[src/rtl/svc_uart_rx_frame_pkg.sv]
// Shared constants and types for the 8N1 receive framer.
package svc_uart_rx_frame_pkg;

    // 8N1 frame: eight data bits, LSB first, one stop bit, no parity.
    localparam int DATA_BITS = 8;

    // Below four clocks per bit there is no usable mid-bit sample point.
    localparam int MIN_CLKS_PER_BIT = 4;

    typedef logic [DATA_BITS-1:0] rx_byte_t;

endpackage

[src/rtl/svc_uart_rx_frame_if.sv]
// Registered valid/ready byte stream out of the receive framer.
interface svc_uart_rx_frame_if;
    import svc_uart_rx_frame_pkg::*;

    logic     urx_valid;
    rx_byte_t urx_data;
    logic     urx_ready;

    modport master (
        output urx_valid,
        output urx_data,
        input  urx_ready
    );

    modport slave (
        input  urx_valid,
        input  urx_data,
        output urx_ready
    );

endinterface

[src/rtl/svc_sync_bit.sv]
// Generic two-flop synchroniser for a single asynchronous input bit.
module svc_sync_bit #(
    parameter logic RST_VAL = 1'b1
) (
    input  logic clk,
    input  logic rst_n,
    input  logic d,
    output logic q
);

    logic meta;

    // Two back-to-back flops; both come out of reset at the idle level.
    always_ff @(posedge clk or negedge rst_n) begin
        if (!rst_n) begin
            meta <= RST_VAL;
            q    <= RST_VAL;
        end else begin
            meta <= d;
            q    <= meta;
        end
    end

endmodule

[src/rtl/svc_uart_rx_frame.sv]
// Receive-side UART framer: 8N1, LSB first, mid-bit sampling, with
// single-cycle framing and overrun error pulses.
//
// state     | meaning
// ----------+------------------------------------------------------
// IDLE      | line idle, waiting for a falling edge
// START     | timing to the centre of the start bit to reject glitches
// DATA      | sampling the eight data bits at their centres
// STOP      | sampling the stop bit, delivering or dropping the byte
// WAIT_HIGH | stop bit was low; waiting for the line to return high
module svc_uart_rx_frame
    import svc_uart_rx_frame_pkg::*;
#(
    parameter int CLOCK_FREQ = 100_000_000,
    parameter int BAUD_RATE  = 115_200
) (
    input  logic                       clk,
    input  logic                       rst_n,
    input  logic                       urx_pin,
    svc_uart_rx_frame_if.master        urx_bus,
    output logic                       frame_err,
    output logic                       overrun_err
);

    localparam int CLKS_PER_BIT = CLOCK_FREQ / BAUD_RATE;
    localparam int CNT_W        = (CLKS_PER_BIT > 1) ? $clog2(CLKS_PER_BIT) : 1;

    localparam logic [CNT_W-1:0] HALF_TC  = CNT_W'(CLKS_PER_BIT / 2 - 1);
    localparam logic [CNT_W-1:0] FULL_TC  = CNT_W'(CLKS_PER_BIT - 1);
    localparam logic [2:0]       LAST_IDX = 3'(DATA_BITS - 1);

    if (CLKS_PER_BIT < MIN_CLKS_PER_BIT) begin : g_cpb_check
        $fatal(1, "svc_uart_rx_frame: CLOCK_FREQ/BAUD_RATE must be at least 4");
    end

    typedef enum logic [2:0] {
        IDLE,
        START,
        DATA,
        STOP,
        WAIT_HIGH
    } state_t;

    state_t           state;
    state_t           state_nxt;
    logic             rx_s;
    logic [CNT_W-1:0] bit_cnt;
    logic [2:0]       idx;
    rx_byte_t         shreg;
    logic             valid_q;
    rx_byte_t         data_q;
    logic             half_tc;
    logic             bit_tc;
    logic             o_free;

    svc_sync_bit #(
        .RST_VAL(1'b1)
    ) u_sync (
        .clk   (clk),
        .rst_n (rst_n),
        .d     (urx_pin),
        .q     (rx_s)
    );

    assign half_tc = (bit_cnt == HALF_TC);
    assign bit_tc  = (bit_cnt == FULL_TC);
    // The output slot can take a new byte if empty or being drained this cycle.
    assign o_free  = !valid_q || urx_bus.urx_ready;

    assign urx_bus.urx_valid = valid_q;
    assign urx_bus.urx_data  = data_q;

    // Frame-level state transitions, driven only by the synchronised line.
    always_comb begin
        state_nxt = state;
        case (state)
            IDLE:      if (!rx_s)   state_nxt = START;
            START:     if (half_tc) state_nxt = rx_s ? IDLE : DATA;
            DATA:      if (bit_tc && (idx == LAST_IDX)) state_nxt = STOP;
            STOP:      if (bit_tc)  state_nxt = rx_s ? IDLE : WAIT_HIGH;
            WAIT_HIGH: if (rx_s)    state_nxt = IDLE;
            default:                state_nxt = IDLE;
        endcase
    end

    // Bit timing, shift register, output slot and error pulses.
    always_ff @(posedge clk or negedge rst_n) begin
        if (!rst_n) begin
            state       <= IDLE;
            bit_cnt     <= '0;
            idx         <= '0;
            shreg       <= '0;
            valid_q     <= 1'b0;
            data_q      <= '0;
            frame_err   <= 1'b0;
            overrun_err <= 1'b0;
        end else begin
            state       <= state_nxt;
            frame_err   <= 1'b0;
            overrun_err <= 1'b0;

            // Consumer drain; a byte landing this same cycle overrides it below.
            if (valid_q && urx_bus.urx_ready) begin
                valid_q <= 1'b0;
            end

            case (state)
                IDLE: begin
                    bit_cnt <= '0;
                end
                START: begin
                    if (half_tc) begin
                        bit_cnt <= '0;
                        idx     <= '0;
                    end else begin
                        bit_cnt <= bit_cnt + 1'b1;
                    end
                end
                DATA: begin
                    if (bit_tc) begin
                        bit_cnt <= '0;
                        shreg   <= {rx_s, shreg[DATA_BITS-1:1]};
                        idx     <= idx + 3'd1;
                    end else begin
                        bit_cnt <= bit_cnt + 1'b1;
                    end
                end
                STOP: begin
                    if (bit_tc) begin
                        bit_cnt <= '0;
                        if (rx_s) begin
                            if (o_free) begin
                                valid_q <= 1'b1;
                                data_q  <= shreg;
                            end else begin
                                overrun_err <= 1'b1;
                            end
                        end else begin
                            frame_err <= 1'b1;
                        end
                    end else begin
                        bit_cnt <= bit_cnt + 1'b1;
                    end
                end
                WAIT_HIGH: begin
                    bit_cnt <= '0;
                end
                default: begin
                    bit_cnt <= '0;
                end
            endcase
        end
    end

endmodule

[src/flat_wrapper.sv]
// flat-port wrapper written by rule: the top's interface ports become plain ports
module svc_uart_rx_frame_flat import svc_uart_rx_frame_pkg::*;
#(
    parameter int CLOCK_FREQ = 100_000_000,
    parameter int BAUD_RATE  = 115_200
)
  (clk, rst_n, urx_pin, frame_err, overrun_err, urx_bus_urx_valid, urx_bus_urx_data, urx_bus_urx_ready);
  svc_uart_rx_frame_if urx_bus_i ();
  input  logic clk;
  input  logic rst_n;
  input  logic urx_pin;
  output logic frame_err;
  output logic overrun_err;
  output wire logic [$bits(urx_bus_i.urx_valid)-1:0] urx_bus_urx_valid;
  output wire logic [$bits(urx_bus_i.urx_data)-1:0] urx_bus_urx_data;
  input wire logic [$bits(urx_bus_i.urx_ready)-1:0] urx_bus_urx_ready;
  assign urx_bus_urx_valid = urx_bus_i.urx_valid;
  assign urx_bus_urx_data = urx_bus_i.urx_data;
  assign urx_bus_i.urx_ready = urx_bus_urx_ready;
  svc_uart_rx_frame #(.CLOCK_FREQ(CLOCK_FREQ), .BAUD_RATE(BAUD_RATE)) u_core (.clk(clk), .rst_n(rst_n), .urx_pin(urx_pin), .urx_bus(urx_bus_i), .frame_err(frame_err), .overrun_err(overrun_err));
endmodule
[config.mk]
export PLATFORM = sky130hd
export DESIGN_NAME = svc_uart_rx_frame_flat
export DESIGN_NICKNAME = d
export VERILOG_FILES = /design/src/rtl/svc_uart_rx_frame_pkg.sv /design/src/rtl/svc_uart_rx_frame_if.sv /design/src/rtl/svc_sync_bit.sv /design/src/rtl/svc_uart_rx_frame.sv /design/src/flat_wrapper.sv
export SDC_FILE = /design/constraint.sdc
export NUM_CORES = 1
export LEC_CHECK = 0
export CAP_MARGIN = 20
export CORE_MARGIN = 10
export CORE_UTILIZATION = 60
export DETAILED_ROUTE_END_ITERATION = 8
export DONT_BUFFER_PORTS = 1
export PLACE_DENSITY = 0.87
export SYNTH_ARGS = -nofsm -noshare
export SYNTH_HDL_FRONTEND = slang
export SYNTH_SLANG_ARGS = --single-unit
[constraint.sdc]
create_clock -name clk -period 3 [get_ports clk]
set_input_delay 0 -clock clk [delete_from_list [all_inputs] [get_ports clk]]
set_output_delay 0 -clock clk [all_outputs]
set_load 0.01 [all_outputs]
### Yosys cells after proc, flatten, opt, wreduce, memory -nomap -nowiden

Cells that the tools add are included.

* flip-flop bits (word level): 37
* input port bits: 4
* word-level logic and storage cells: 62

* add/sub/neg operators: 2
* equality and inequality tests: 13
* mux-type cells: 26
* reductions and logical operators: 11

Operators by type and width (number)
* 3-bit two-way mux: 8
* 10-bit two-way mux: 2
* 10-bit one-hot mux with 2 select lines: 1
* 3-bit one-hot mux with 5 select lines: 1
* 1-bit two-way mux: 12
* 10-bit by 1-bit adder with 10-bit output, second input constant: 1
* 10-bit == test, second input constant: 1
* 10-bit by 9-bit == test with 1-bit output, second input constant: 1
* 2-bit by 1-bit inequality test with 1-bit output, second input constant: 4
* 3-bit by 2-bit == test with 1-bit output, second input constant: 2
* 3-bit == test, second input constant: 2
* 3-bit one-hot mux with 2 select lines: 1
* 5-bit AND reduction: 1
* 2-bit inequality test, second input constant: 2
* 4-bit AND reduction: 1
* 3-bit by 1-bit adder with 3-bit output, second input constant: 1
* 3-bit by 1-bit == test with 1-bit output, second input constant: 1
* 3-bit zero test: 1
* 3-bit AND reduction: 1
* 1-bit logical AND: 2
* 2-bit two-way mux: 1
* 2-bit AND reduction: 1
* 2-bit nonzero test: 1
* 2-bit OR reduction: 1
* 2 further kinds: 2

### Longest topological paths before layout

* depth after elaboration: 6
* mapped depth: 6

### Hierarchy

A second synthesis with hierarchy kept.

* cells, all modules: 147
* area, all modules: 1646.6 um^2

By module, submodules not included
* svc_uart_rx_frame: times used 1, cells an instance 145, area each 1594.0 um^2, seq. area each 875.8 um^2
* svc_sync_bit: times used 1, cells an instance 2, area each 52.6 um^2, seq. area each 52.6 um^2

### Worst setup path before layout

OpenSTA, ideal clock, no wires.

* path kind: reg2reg
* start point: register u_core.bit_cnt[0]
* end point: register u_core.data_q[0] (netlist: u_core.urx_bus.urx_data[0])
* data arrival time: 1612 ps
* data required time: 2875 ps
* setup slack: 1263 ps
* cell stages (with the launch flop): 7
* buffers on the path: 1
* clock period less this slack: 1737 ps
* cell sequence: dfrtp_1 > ha_1 > nand4bb_1 > nor4_2 > and3_1 > buf_6 > mux2_2

* word-level cells in the longest chain between the ends: 2

RTL lines
* from (decl): line svc_uart_rx_frame.sv:47 `logic [CNT_W-1:0] bit_cnt;`
* from (signal assigned): line svc_uart_rx_frame.sv:116 `bit_cnt <= bit_cnt + 1'b1;`
* from (signal assigned): line svc_uart_rx_frame.sv:125 `bit_cnt <= bit_cnt + 1'b1;`
* from (signal assigned): line svc_uart_rx_frame.sv:142 `bit_cnt <= bit_cnt + 1'b1;`
* 10-bit == test: line svc_uart_rx_frame.sv:66 `assign bit_tc = (bit_cnt == FULL_TC);`
* 4-bit AND reduction (no line)
* to (signal assigned): line svc_uart_rx_frame.sv:134 `data_q <= shreg;`
* to (decl): line svc_uart_rx_frame.sv:51 `rx_byte_t data_q;`

No other way between the ends.
A chain may end at the register's enable or synchronous reset.

### Worst setup path after layout

* start point: register u_core.bit_cnt[0]
* end point: register u_core.data_q[2] (netlist: u_core.urx_bus.urx_data[2])

The elaborated chain is that of the path after synthesis.

==> implementation parameters <==
Parameter                              Value

Clock tree
  Buffer type at the clock tree root    sky130_fd_sc_hd__clkbuf_4
  Clock transition at path regs    100 ps
  Max Root-Sink Buffers    2
  # H-tree levels    2
  Total of cells resized after clock tree synthesis    0
  CTS sink count    37
  Post-CTS Repair Setup Buffers    0
  CTS tree    done
  Clock Latency Late Sink    340 ps
  TritonCTS Buffers    5

Detailed routing
  Iteration-0 DRC count of the detailed router    98
  Remaining number of nets flagged by the antenna check after routing    0
  Vias    1,037
  Number of DRC violations after detailed routing    0
  Vias/cell    5.960
  Wire length after detailed routing    3072 um
  Detail-routed net length per standard cell    17.66 um
  Iteration count of the initial detailed-routing pass    4

Outcome
  Run status    finished, final reports clean

Synth
  Number of nets produced by synthesis    142
  Count of unique library cells instantiated by Yosys    37
  YS warnings    0
  Post-synthesis sequential area ratio    54.76%
  Synthesized area    0.001695 sq mm
  Count of state elements after synthesis    37
  Area share of the largest cell type after synthesis    51.66%
  Dominant cells by area after synthesis    sky130_fd_sc_hd__dfrtp_1 (52%), sky130_fd_sc_hd__mux2_2 (11%), sky130_fd_sc_hd__nor2_1 (3.3%)
  Synthesized area per cell    12.65 sq um
  Most area-hungry cell type in the Yosys netlist    sky130_fd_sc_hd__dfrtp_1
  Mapped Cells    134

STA
  Slew headroom    69.23%
  Final Hold Vio Count    0
  Setup_tns    0 ps
  Setup repair after global routing missed its margin    no
  Count of final max-slew check failures    0
  Least-Margin Pin Slew    461.1 ps
  Min Tclk post-route    2001 ps
  Final clock skew    5.811 ps
  Highest Clock Rate    499.7 MHz
  Final-report setup violation count    0
  Portion of the clock cycle consumed by the worst path in the final layout    66.70%
  Final-layout worst hold slack    93.11 ps

Power
  Worst IR Drop VDD    0.0004581 V
  Reported leakage power    0.8371 nW
  Power Density    423.1 mW/mm^2

Critical path
  Critical setup path kind    flop to flop
  Type of origin of the critical path    flop
  CP peak stage delay    420 ps
  Critical Path AT    2240 ps
  Kind of end point of the critical path    flop
  Critical path cell sequence    ha_1 > nand4bb_1 > nor4_2 > and3_1 > mux2_2
  Endpoint required time on the critical path    3240 ps
  Critical path peak fanout    8
  Master of the slowest instance on the critical path    sky130_fd_sc_hd__dfrtp_1
  Flop2flop setup slack    1000 ps

Floorplanning
  Number of top-level pins    15
  Die boundary height    73.16 um
  Horizontal die dimension    73.16 um
  Die area    0.005352 sq mm
  Area of the core region    0.002734 sq mm
  Initial core utilization    62.01%
  Standard-cell rows    19

Place
  Port Buffers    0
  Gp weighted congestion    0.8422
  HPWL Detailed    2191 um

Cells and area
  Layout cell share with drive strength beyond 1    26.57%
  Final core utilization    66.18%
  Area added between synthesis and finish    6.716%
  Antenna diode count    0
  Nets    150

Worst hold path
  Worst min path class    primary input to async pin

Global route
  All-layer global routing usage    12.59%
  Total grt overflow    0
  Antenna violations before repair    0
  Maximum number of pins on one net before global-route repair    38
  First-pass GRT wire length    5202 um
  Via count of the first global-routing pass    1,045

Job
  Maxcap violations    0
[synthesized netlist by cell type (all sizes together)]
| master | n |
|---|---|
| a21oi | 2 |
| a2bb2oi | 1 |
| a311oi | 2 |
| and3 | 4 |
| and4 | 1 |
| and4b | 1 |
| and4bb | 1 |
| buf | 3 |
| dfrtp | 35 |
| dfstp | 2 |
| ha | 4 |
| inv | 3 |
| mux2 | 17 |
| mux2i | 3 |
| nand2 | 10 |
| nand2b | 2 |
| nand3 | 4 |
| nand3b | 1 |
| nand4 | 1 |
| nand4b | 1 |
| nand4bb | 2 |
| nor2 | 15 |
| nor3 | 3 |
| nor3b | 3 |
| nor4 | 1 |
| o21ai | 1 |
| o22ai | 1 |
| or3 | 1 |
| or4 | 1 |
| xnor2 | 6 |
| xor2 | 2 |
[per-stage QoR]
stage / worst slack [ps] / area (sq um) / std cells / power [W]
floorplan: 1263 / 1695 / 134 / 0.0005122
global placement: 1065 / 1708 / 162 / 0.0005128
detailed placement: 994.2 / 1708 / 162 / 0.0005129
CTS: 980.2 / 1809 / 174 / 0.0007717
global route: 848.4 / 1809 / 174 / 0.0007948
finish: 999.0 / 1809 / 174 / 0.0007655
[state kept, by name, summed over array words and instances (netlist names)]
name                      cells
u_core.state                  3
u_core.u_sync.meta            1
u_core.overrun_err            1
u_core.urx_bus.urx_data       8
u_core.u_sync.q               1
u_core.idx                    3
u_core.shreg                  8
u_core.urx_bus.urx_valid      1
u_core.bit_cnt               10
u_core.frame_err              1
[area by class of cell]
type / count / area [sq um]
timing repair buffer: 4 / 50.05
sequential: 37 / 928.4
tap: 31 / 38.79
clock buffer: 6 / 41.29
multi-input combinational: 91 / 729.5
inverter: 3 / 11.26
clock inverter: 2 / 10.01
fill: 200 / 924.6
[what timing repair did]
action,4_1_cts,5_1_grt
endpoints found under the hold margin,40,0
endpoints found under the setup margin,0,0
hold buffers,4,0
[placed cells by master (no fill, tap or decap), drive strengths merged, types with 3 or more instances in the layout]
master        n
xnor2         6
clkbuf        6
nand2        10
nor2         15
ha            4
nor3          3
nand3         4
nor3b         3
dlygate4sd3   3
dfrtp        35
mux2i         3
and3          4
mux2         17
inv           3
[worst paths after layout]
kind / start / end / cells past startpoint
max reg2reg: u_core.bit_cnt[0]$_DFF_PN0_ / u_core.urx_bus.urx_data[2]$_DFFE_PN0P_ / 5
max in group asynchronous: rst_n / u_core.u_sync.q$_DFF_PN1_ / 2
min in group clk: urx_pin / u_core.u_sync.meta$_DFF_PN1_ / 1
min: rst_n / u_core.idx[2]$_DFFE_PN0P_ / 2
min reg2reg: u_core.u_sync.meta$_DFF_PN1_ / u_core.u_sync.q$_DFF_PN1_ / 0
max: u_core.bit_cnt[0]$_DFF_PN0_ / u_core.urx_bus.urx_data[2]$_DFFE_PN0P_ / 5
[layer usage]
metal / routed length [um] / up-vias / global-route usage [%]
met5: 0 / - / 0
met3: 168 / 10 / 5.850
met2: 1536 / 19 / 20.06
li1: - / 490 / -
met4: 75 / 0 / 5.696
met1: 1292 / 518 / 13.96
[cells by family (layout without fill, tap and decap cells)]
logic type | after synthesis | count (layout) | synth area share (%)
AND/OR/NAND/NOR | 52 | 52 | 19.34
flip-flops | 37 | 37 | 54.76
multiplexers | 20 | 20 | 13.06
XOR/XNOR | 8 | 8 | 4.133
AO/OA/AOI/OAI | 7 | 7 | 3.542
buffers and inverters | 6 | 15 | 2.214
adder cells (fa/ha/maj) | 4 | 4 | 2.952
[report_power, final]
part           switching, W  internal [W]  leakage, nW
combinational    0.00000991    0.00000563        0.310
clock              0.000158     0.0000892       0.0320
sequential       0.00000167      0.000501        0.495
total              0.000170      0.000596        0.837
[critical path, delay by kind of cell (launching register included)]
| family | cells | cell delay, ps |
|---|---|---|
| and+or+nand+nor | 3 | 840 |
| adders and majority gates | 1 | 240 |
| DFF | 1 | 420 |
| muxes | 1 | 380 |
Power figures use the tool's default switching activity.
